## src/rtl/dest_pipeline_tracker_pkg.sv

```systemverilog
// Shared opcode encodings, FSM state encoding and pipeline-register layout for
// the destination tracker and its opcode usage decoder.
package dest_pipeline_tracker_pkg;

    localparam int OPCODE_W = 7;
    localparam int REG_W    = 3;

    localparam logic [OPCODE_W-1:0] OP_NOP      = 7'h00;
    localparam logic [OPCODE_W-1:0] OP_ADD      = 7'h01;
    localparam logic [OPCODE_W-1:0] OP_ADDF     = 7'h02;
    localparam logic [OPCODE_W-1:0] OP_SUB      = 7'h03;
    localparam logic [OPCODE_W-1:0] OP_SUBF     = 7'h04;
    localparam logic [OPCODE_W-1:0] OP_AND      = 7'h05;
    localparam logic [OPCODE_W-1:0] OP_OR       = 7'h06;
    localparam logic [OPCODE_W-1:0] OP_XOR      = 7'h07;
    localparam logic [OPCODE_W-1:0] OP_NAND     = 7'h08;
    localparam logic [OPCODE_W-1:0] OP_NOR      = 7'h09;
    localparam logic [OPCODE_W-1:0] OP_NXOR     = 7'h0A;
    localparam logic [OPCODE_W-1:0] OP_SHIFTR   = 7'h0B;
    localparam logic [OPCODE_W-1:0] OP_SHIFTRA  = 7'h0C;
    localparam logic [OPCODE_W-1:0] OP_SHIFTL   = 7'h0D;
    localparam logic [OPCODE_W-1:0] OP_LOAD     = 7'h0E;
    localparam logic [OPCODE_W-1:0] OP_LOADC    = 7'h0F;
    localparam logic [OPCODE_W-1:0] OP_STORE    = 7'h10;
    localparam logic [OPCODE_W-1:0] OP_JMP      = 7'h11;
    localparam logic [OPCODE_W-1:0] OP_JMPR     = 7'h12;
    localparam logic [OPCODE_W-1:0] OP_JMPCOND  = 7'h13;
    localparam logic [OPCODE_W-1:0] OP_JMPRCOND = 7'h14;
    localparam logic [OPCODE_W-1:0] OP_HALT     = 7'h15;

    typedef enum logic [1:0] {
        ST_RUN    = 2'd0,
        ST_DRAIN  = 2'd1,
        ST_HALTED = 2'd2
    } state_t;

    // DRAIN covers two cycles: counter values 0 and 1.
    localparam logic [1:0] DRAIN_LAST = 2'd1;

    typedef struct packed {
        logic [REG_W-1:0] dest;
        logic             wr;
        logic             load;
    } r1_t;

    function automatic r1_t bubble_of(input r1_t cur);
        r1_t b;
        b      = cur;
        b.wr   = 1'b0;
        b.load = 1'b0;
        return b;
    endfunction

endpackage

```

## src/rtl/dest_pipeline_tracker_opcode_usage_decode.sv

```systemverilog
// Classifies an opcode by register usage: writes a destination, reads src1/src2,
// and flags LOAD and HALT. Shared with the forwarding logic.
module opcode_usage_decode
    import dest_pipeline_tracker_pkg::*;
(
    input  logic [OPCODE_W-1:0] opcode,
    output logic                writes,
    output logic                rd_src1,
    output logic                rd_src2,
    output logic                is_load,
    output logic                is_halt
);

    always_comb begin
        writes  = 1'b0;
        rd_src1 = 1'b0;
        rd_src2 = 1'b0;
        is_load = 1'b0;
        is_halt = 1'b0;
        case (opcode)
            OP_ADD, OP_ADDF, OP_SUB, OP_SUBF,
            OP_AND, OP_OR, OP_XOR, OP_NAND, OP_NOR, OP_NXOR: begin
                writes  = 1'b1;
                rd_src1 = 1'b1;
                rd_src2 = 1'b1;
            end
            OP_SHIFTR, OP_SHIFTRA, OP_SHIFTL: begin
                writes  = 1'b1;
                rd_src1 = 1'b1;
            end
            OP_LOAD: begin
                writes  = 1'b1;
                rd_src2 = 1'b1;
                is_load = 1'b1;
            end
            OP_LOADC: begin
                writes  = 1'b1;
                rd_src1 = 1'b1;
            end
            OP_STORE: begin
                rd_src1 = 1'b1;
                rd_src2 = 1'b1;
            end
            OP_JMP: begin
                rd_src2 = 1'b1;
            end
            OP_JMPCOND: begin
                rd_src1 = 1'b1;
                rd_src2 = 1'b1;
            end
            OP_JMPRCOND: begin
                rd_src1 = 1'b1;
            end
            OP_HALT: begin
                is_halt = 1'b1;
            end
            default: begin
            end
        endcase
    end

endmodule

```

## src/rtl/dest_pipeline_tracker.sv

```systemverilog
// Tracks destination registers through the two stages after decode (R1, R2),
// raises a one-cycle load-use stall, and drains the pipeline after HALT.
module dest_pipeline_tracker
    import dest_pipeline_tracker_pkg::*;
(
    input  logic                clk,
    input  logic                rst_n,
    input  logic                id_valid,
    input  logic [OPCODE_W-1:0] id_opcode,
    input  logic [REG_W-1:0]    id_dest,
    input  logic [REG_W-1:0]    id_src1,
    input  logic [REG_W-1:0]    id_src2,
    input  logic                flush,
    output logic [REG_W-1:0]    r1_destination,
    output logic [REG_W-1:0]    r2_destination,
    output logic                write_en,
    output logic                r2_write_en,
    output logic                stall,
    output logic                halted
);

    logic dec_writes;
    logic dec_rd_src1;
    logic dec_rd_src2;
    logic dec_is_load;
    logic dec_is_halt;

    opcode_usage_decode u_decode (
        .opcode  (id_opcode),
        .writes  (dec_writes),
        .rd_src1 (dec_rd_src1),
        .rd_src2 (dec_rd_src2),
        .is_load (dec_is_load),
        .is_halt (dec_is_halt)
    );

    state_t           state_q;
    state_t           state_d;
    logic [1:0]       drain_cnt_q;
    logic [1:0]       drain_cnt_d;
    logic             halted_q;
    r1_t              r1_p1;
    r1_t              r1_d;
    logic [REG_W-1:0] dest_p2;
    logic             wr_p2;

    logic src_match;
    logic load_use;
    logic halt_accept;

    // A bubble left in R1 by a stall has load=0, so the re-check cannot re-stall.
    assign src_match   = (dec_rd_src1 && (id_src1 == r1_p1.dest)) ||
                         (dec_rd_src2 && (id_src2 == r1_p1.dest));
    assign load_use    = r1_p1.load && r1_p1.wr && id_valid && src_match;
    assign halt_accept = id_valid && dec_is_halt && !load_use && !flush;

    always_ff @(posedge clk or negedge rst_n) begin
        if (!rst_n) begin
            state_q     <= ST_RUN;
            drain_cnt_q <= 2'd0;
            halted_q    <= 1'b0;
        end else begin
            state_q     <= state_d;
            drain_cnt_q <= drain_cnt_d;
            halted_q    <= (state_d == ST_HALTED);
        end
    end

    always_comb begin
        state_d     = state_q;
        drain_cnt_d = drain_cnt_q;
        case (state_q)
            ST_RUN: begin
                if (halt_accept) begin
                    state_d     = ST_DRAIN;
                    drain_cnt_d = 2'd0;
                end
            end
            ST_DRAIN: begin
                if (drain_cnt_q == DRAIN_LAST) begin
                    state_d     = ST_HALTED;
                    drain_cnt_d = 2'd0;
                end else begin
                    drain_cnt_d = drain_cnt_q + 2'd1;
                end
            end
            ST_HALTED: begin
                state_d     = ST_HALTED;
                drain_cnt_d = 2'd0;
            end
            default: begin
                state_d     = ST_RUN;
                drain_cnt_d = 2'd0;
            end
        endcase
    end

    // Flush outranks the hazard; HALT enters R1 as a bubble.
    always_comb begin
        stall = 1'b0;
        r1_d  = bubble_of(r1_p1);
        case (state_q)
            ST_RUN: begin
                if (flush) begin
                    r1_d = bubble_of(r1_p1);
                end else if (load_use) begin
                    stall = 1'b1;
                    r1_d  = bubble_of(r1_p1);
                end else if (id_valid && dec_is_halt) begin
                    r1_d = bubble_of(r1_p1);
                end else begin
                    r1_d.dest = id_dest;
                    r1_d.wr   = id_valid && dec_writes;
                    r1_d.load = id_valid && dec_is_load;
                end
            end
            ST_DRAIN, ST_HALTED: begin
                stall = 1'b1;
                r1_d  = bubble_of(r1_p1);
            end
            default: begin
                stall = 1'b0;
                r1_d  = bubble_of(r1_p1);
            end
        endcase
    end

    // R1 stage boundary
    always_ff @(posedge clk or negedge rst_n) begin
        if (!rst_n) begin
            r1_p1 <= '0;
        end else begin
            r1_p1 <= r1_d;
        end
    end

    // R2 stage boundary
    always_ff @(posedge clk or negedge rst_n) begin
        if (!rst_n) begin
            dest_p2 <= '0;
            wr_p2   <= 1'b0;
        end else begin
            dest_p2 <= r1_p1.dest;
            wr_p2   <= r1_p1.wr;
        end
    end

    assign r1_destination = r1_p1.dest;
    assign write_en       = r1_p1.wr;
    assign r2_destination = dest_p2;
    assign r2_write_en    = wr_p2;
    assign halted         = halted_q;

endmodule

```

## config.mk

```make
export PLATFORM = sky130hd
export DESIGN_NAME = dest_pipeline_tracker
export DESIGN_NICKNAME = d
export VERILOG_FILES = /design/src/rtl/dest_pipeline_tracker_pkg.sv /design/src/rtl/dest_pipeline_tracker_opcode_usage_decode.sv /design/src/rtl/dest_pipeline_tracker.sv
export SDC_FILE = /design/constraint.sdc
export NUM_CORES = 1
export LEC_CHECK = 0
export CAP_MARGIN = 20
export CORE_MARGIN = 10
export CORE_UTILIZATION = 44
export DETAILED_ROUTE_END_ITERATION = 6
export GPL_TIMING_DRIVEN = 0
export PLACE_DENSITY = 0.76
export SETUP_SLACK_MARGIN = 0.1
export SLEW_MARGIN = 20
export SYNTH_ARGS = -nofsm -noshare
export SYNTH_HDL_FRONTEND = slang
export SYNTH_SLANG_ARGS = --single-unit
export TNS_END_PERCENT = 20
```

## constraint.sdc

```tcl
create_clock -name clk -period 2.8 [get_ports clk]
set_input_delay 0.7 -clock clk [delete_from_list [all_inputs] [get_ports clk]]
set_output_delay 0.7 -clock clk [all_outputs]
set_load 0.005 [all_outputs]
```

Word level (Yosys, flattened, before mapping)
Index checks and enable logic that the tools add are counted.
W data, S select, Z words.
{"block": "totals", "inputBits": 20, "ff_bits": 14}
{"block": "classes", "addsub": 1, "n_reduce_logical": 19, "n_bitwise": 3, "muxes": 18, "eq_ne": 27}
{"operator": "$eq A7 B4 Y1 const B", "count": 8}
{"operator": "$eq A7 B5 Y1 const B", "count": 5}
{"operator": "$eq A7 B3 Y1 const B", "count": 4}
{"operator": "$reduce_or A17 Y1", "count": 1}
{"operator": "$mux W2", "count": 8}
{"operator": "$reduce_or A15 Y1", "count": 1}
{"operator": "$eq A7 B2 Y1 const B", "count": 2}
{"operator": "$reduce_or A14 Y1", "count": 1}
{"operator": "$logic_and A1 B1 Y1", "count": 10}
{"operator": "$eq A7 B1 Y1 const B", "count": 1}
{"operator": "$mux W1", "count": 7}
{"operator": "$eq A3 B3 Y1", "count": 2}
{"operator": "$pmux W2 S3", "count": 1}
{"operator": "$eq A2 B1 Y1 const B", "count": 2}
{"operator": "$eq A2 B2 Y1 const B", "count": 2}
{"operator": "$pmux W2 S2", "count": 1}
{"operator": "$reduce_and A4 Y1", "count": 1}
{"operator": "$not A1 Y1", "count": 3}
{"operator": "$add A2 B1 Y2 const B", "count": 1}
{"operator": "$logic_not A1 Y1", "count": 2}
{"operator": "$logic_not A2 Y1", "count": 1}
{"operator": "$ne A2 B2 Y1 const B", "count": 1}
{"operator": "$pmux W1 S2", "count": 1}
{"operator": "$reduce_or A2 Y1", "count": 1}
{"operator": "$logic_or A1 B1 Y1", "count": 1}

Logic depth before layout (Yosys ltp)
{"block": "depth", "depth_word": 12, "ltp_mapped": 6, "depth_no_buf": 6}

Cells and area by module
A second synthesis with hierarchy kept.
{"block": "hier_totals", "hier_cells": 100, "area_unflattened_um2": 932.1}
{"mod": "dest_pipeline_tracker", "seq_area_each_um2": 350.3, "cells_per_inst": 80, "area_per_inst_um2": 798.3, "instances": 1}
{"mod": "opcode_usage_decode", "seq_area_each_um2": 0.0, "cells_per_inst": 20, "area_per_inst_um2": 133.9, "instances": 1}

Worst setup path after synthesis
No wires, ideal clock.
{"block": "synth_path", "path_type": "input -> output", "start": "input port id_opcode[3]", "end": "output port stall", "arrival_ps": 1963, "path_buffers": 1, "stages": 6, "required_ps": 2100, "slack_ps": 137, "cell_sequence": "buf_4 > or3b_1 > a221o_1 > a21oi_2 > o311ai_1 > a21oi_1"}
{"block": "synth_via", "elab_chain_cells": 9, "elab_cells_between_ends": 30, "cone_classes": "19 x eq/ne; 5 x mux; 6 x reduce/logical"}
{"element": "start: declaration", "line": "dest_pipeline_tracker.sv:9", "source": "input logic [OPCODE_W-1:0] id_opcode,"}
{"element": "$eq A7 B4 Y1 (tied with other cells)", "line": "dest_pipeline_tracker_opcode_usage_decode.sv:20", "source": "case (opcode)"}
{"element": "$reduce_or A17 Y1 (no source line) or $reduce_or A14 Y1 (tied branches)"}
{"element": "$mux W1", "line": "dest_pipeline_tracker_opcode_usage_decode.sv:20"}
{"element": "$logic_and A1 B1 Y1, on equally long branches", "line": "dest_pipeline_tracker.sv:52, dest_pipeline_tracker.sv:53"}
{"element": "$logic_or A1 B1 Y1 *", "line": "dest_pipeline_tracker.sv:52", "source": "assign src_match = (dec_rd_src1 && (id_src1 == r1_p1.dest)) ||"}
{"element": "$logic_and A1 B1 Y1 *", "line": "dest_pipeline_tracker.sv:54", "source": "assign load_use = r1_p1.load && r1_p1.wr && id_valid && src_match;"}
{"element": "$mux W1 *", "line": "dest_pipeline_tracker.sv:106", "source": "end else if (load_use) begin"}
{"element": "$mux W1 *", "line": "dest_pipeline_tracker.sv:104", "source": "if (flush) begin"}
{"element": "$pmux W1 S2 *", "line": "dest_pipeline_tracker.sv:102", "source": "case (state_q)"}
{"element": "end: declaration", "line": "dest_pipeline_tracker.sv:18", "source": "output logic stall,"}
Mark *: on every way between the ends. The rest lies on a longest branch, timed or not.

Final worst setup path
{"block": "layout_path", "start": "input port id_opcode[2]", "end": "output port stall"}
Same word-level chain as after synthesis.

==> flow_summary.json <==
{
  "outcome": "finished, final reports clean",
  "fin_hold_ws_ns": 0.422,
  "io_buffer_count": 27,
  "finalSetupTns_ns": 0,
  "synth_area_leader_cell": "sky130_fd_sc_hd__dfrtp_1",
  "first_pass_iters": 4,
  "grt_first_pass_wirelength_um": 4110,
  "grt_start_max_net_pins": 15,
  "final.fill_count": 163,
  "syn-num-nets": 117,
  "routed_wl_um": 2550,
  "synth_cell_type_count": 33,
  "initial_core_util": 0.454,
  "number_of_endpoints_with_negative_hold_slack_in_the_final_report": 0,
  "dp_hpwl_um": 1860,
  "setup.worst_path.class": "in -> out",
  "flow.area_growth_from_synthesis_pct": 52.2,
  "timing.slew.headroom": 0.602,
  "report.final.slew_viol_count": 0,
  "end_kind": "output port",
  "cts_made_buffers": 3,
  "rows": 16,
  "seq_power_share": 0.380,
  "final_area_mm2": 0.00134,
  "syn-mean-instance-area_um2": 9.38,
  "post-route-min-period_ns": 2.80,
  "drt_iter0_markers": 36,
  "fin_skew_ns": 0.00506,
  "cp.arrival_ns": 2.10,
  "die_h_um": 64.8,
  "dp_slack_ns": -0.954,
  "grt_setup_unrepaired": "true",
  "io_pins": 30,
  "wire_per_inst_um": 15.5,
  "clkSlewWorstSetupHoldPaths_ns": 0.07,
  "synth_area_um2": 882,
  "drive_gt1_frac": 0.255,
  "antenna_found_initial": 0,
  "placed_area_mm2": 0.00119,
  "insertion_delay_ns": 0.27,
  "yosys_register_bits": 14,
  "cap_viol_max_count": 0,
  "leading_cell_types_in_the_layout_fill_and_taps_excluded": "sky130_fd_sc_hd__buf_4, sky130_fd_sc_hd__clkdlybuf4s50_1, sky130_fd_sc_hd__dfrtp_1, sky130_fd_sc_hd__nand2_1, sky130_fd_sc_hd__dlygate4sd2_1",
  "powerDensity_mw_per_mm2": 577,
  "detail_route.drc_violations": 0,
  "worst-r2r-cell-count": 7,
  "cp.required_ns": 2.10,
  "final_estimated_routing_congestion_in_global_placement": 0.781,
  "layout_worst_path_cycle_share": 0.999,
  "first_global_vias": 864,
  "power.clock.fraction": 0.179,
  "yosysSeqAreaShare": 0.397,
  "leakage_nw": 0.573,
  "route.vias.total": 902,
  "setup.reg_to_reg.worst_slack_ns": 0.89,
  "route.antenna.remaining_nets": 0,
  "synth-warning-count": 0,
  "post_synth_inst_count": 94,
  "setup_ws_ns": 0.00264,
  "core-area_mm2": 0.00194,
  "fin_nets": 161,
  "power.internal_mw": 0.530,
  "totalPowerFinal_mw": 0.775,
  "antenna_cells_inserted": 0,
  "die_width_um": 64.8,
  "reg2reg_to": "r1_destination[1]",
  "cts-root-buf": "sky130_fd_sc_hd__clkbuf_4",
  "p_comb_frac": 0.441,
  "swShare": 0.317,
  "regToRegStartpoint": "r1_destination[1]",
  "min_delay_path_depth": 0,
  "cts_num_sinks": 14,
  "synthTopCellsByArea": "sky130_fd_sc_hd__dfrtp_1, sky130_fd_sc_hd__xnor2_1, sky130_fd_sc_hd__ha_1, sky130_fd_sc_hd__nand2_1, sky130_fd_sc_hd__nand3_1",
  "hold_crit_start": "write_en",
  "report.final.setup_viol": 0,
  "maxClockFrequency_ghz": 0.357,
  "power.switching_mw": 0.245,
  "worst_setup_path_start_kind": "input pin",
  "clockBufferDepth": 2,
  "post_drt_via_cell_ratio": 5.50,
  "global_route.usage.total": 0.121,
  "holdCritPathClass": "reg -> reg",
  "synthDominantCellAreaShare": 0.397,
  "ctsHoldBuffers": 0,
  "globalRoute.totalOverflow": 0,
  "hold-path-endpoint": "r2_write_en",
  "h-tree-depth": 1,
  "peakVddDrop_v": 0.000512,
  "worst-slew-pin-transition_ns": 0.595,
  "worstPathMaxFanout": 2,
  "clock_tree_from_tritoncts": "yes",
  "die_area_mm2": 0.00420
}
-- cell families (layout without fill, tap and decap cells) --
group | after synthesis | after routing | share of synthesized area
AOI/OAI and AO/OA | 21 | 21 | 0.173
xor gates and xnor gates | 6 | 6 | 0.0596
adders and majority gates | 3 | 3 | 0.0426
buffers and inverters | 11 | 54 | 0.0667
DFF | 14 | 14 | 0.397
muxes | 1 | 1 | 0.0113
and+or+nand+nor | 38 | 38 | 0.250
-- Yosys cell counts --
| cell type | number |
|---|---|
| sky130_fd_sc_hd__a211o_2 | 1 |
| sky130_fd_sc_hd__a211oi_1 | 1 |
| sky130_fd_sc_hd__a211oi_2 | 1 |
| sky130_fd_sc_hd__a21boi_0 | 1 |
| sky130_fd_sc_hd__a21oi_1 | 3 |
| sky130_fd_sc_hd__a21oi_2 | 1 |
| sky130_fd_sc_hd__a221o_1 | 1 |
| sky130_fd_sc_hd__a32oi_1 | 2 |
| sky130_fd_sc_hd__buf_2 | 2 |
| sky130_fd_sc_hd__buf_4 | 4 |
| sky130_fd_sc_hd__dfrtp_1 | 14 |
| sky130_fd_sc_hd__ha_1 | 3 |
| sky130_fd_sc_hd__inv_1 | 5 |
| sky130_fd_sc_hd__mux2i_1 | 1 |
| sky130_fd_sc_hd__nand2_1 | 9 |
| sky130_fd_sc_hd__nand2b_1 | 2 |
| sky130_fd_sc_hd__nand3_1 | 6 |
| sky130_fd_sc_hd__nand3b_1 | 1 |
| sky130_fd_sc_hd__nand4_1 | 3 |
| sky130_fd_sc_hd__nand4b_1 | 2 |
| sky130_fd_sc_hd__nor2_1 | 4 |
| sky130_fd_sc_hd__nor2b_1 | 2 |
| sky130_fd_sc_hd__nor3b_1 | 2 |
| sky130_fd_sc_hd__nor4_1 | 3 |
| sky130_fd_sc_hd__nor4bb_1 | 2 |
| sky130_fd_sc_hd__o21a_1 | 1 |
| sky130_fd_sc_hd__o21ai_1 | 3 |
| sky130_fd_sc_hd__o22ai_1 | 4 |
| sky130_fd_sc_hd__o311ai_1 | 1 |
| sky130_fd_sc_hd__o31ai_1 | 1 |
| sky130_fd_sc_hd__or3b_1 | 1 |
| sky130_fd_sc_hd__or4b_1 | 1 |
| sky130_fd_sc_hd__xnor2_1 | 6 |
-- critical path, cell delays in order --
cell                       delay, ns
sky130_fd_sc_hd__buf_6          0.09
sky130_fd_sc_hd__or3b_1         0.37
sky130_fd_sc_hd__a221o_1        0.33
sky130_fd_sc_hd__a21oi_2        0.20
sky130_fd_sc_hd__o311ai_2       0.10
sky130_fd_sc_hd__a21oi_1        0.17
sky130_fd_sc_hd__buf_2          0.13
-- state kept, by name (all words and copies together) (netlist names) --
register        flops
drain_cnt_q         2
r2_destination      3
write_en            1
halted              1
r1_p1               1
state_q             2
r1_destination      3
r2_write_en         1
-- metal layers --
metal / up-vias / GRT usage / routed length [um]
met1: 422 / 0.146 / 1100
met2: 43 / 0.202 / 1270
li1: 435 / - / -
met3: 2 / 0.0378 / 171
met5: - / 0 / 0
met4: 0 / 0.0321 / 14
-- how the worst max path moves through the flow --
stage	start	endpoint	slack [ns]	cells after the start
5_1_grt	id_opcode[2]	stall	-0.07	7
2_1_floorplan	id_opcode[3]	stall	0.14	6
6_report	id_opcode[2]	stall	0.003	7
3_5_place_dp	id_opcode[0]	stall	-0.95	7
4_1_cts	id_opcode[3]	stall	-0.04	7
3_3_place_gp	id_opcode[0]	stall	-0.94	7
-- metrics by stage --
| stage | util | cells |
|---|---|---|
| finish | 0.691 | 164 |
| global route | 0.691 | 164 |
| floorplan | - | 94 |
| CTS | 0.669 | 160 |
| global placement | 0.611 | 148 |
| detailed placement | 0.611 | 148 |
-- power by group through the flow --
| stage | Sequential, mW | Clock (mW) | Combinational [mW] |
|---|---|---|---|
| detailed placement | 0.299 | 0 | 0.337 |
| global route | 0.301 | 0.156 | 0.381 |
| floorplan | 0.293 | 0 | 0.175 |
| CTS | 0.295 | 0.144 | 0.340 |
| finish | 0.295 | 0.138 | 0.342 |
| global placement | 0.296 | 0 | 0.326 |
-- timing repair --
action | in CTS | in global routing
gates cloned | 0 | 0
endpoints found under the setup margin | 1 | 1
setup buffers | 8 | 4
gates resized for setup | 30 | 5
pin swaps | 13 | 7
-- cell type report --
cell class | instances | area, um^2 | area share
Multi-Input combinational cell | 69 | 513 | 0.382
Sequential cell | 14 | 350 | 0.261
Timing Repair Buffer | 39 | 343 | 0.255
Buffer | 6 | 47.5 | 0.0354
Clock buffer | 4 | 36.3 | 0.0270
Tap cell | 27 | 33.8 | 0.0252
Inverter | 5 | 18.8 | 0.0140
(Power assumes the default switching activity.)
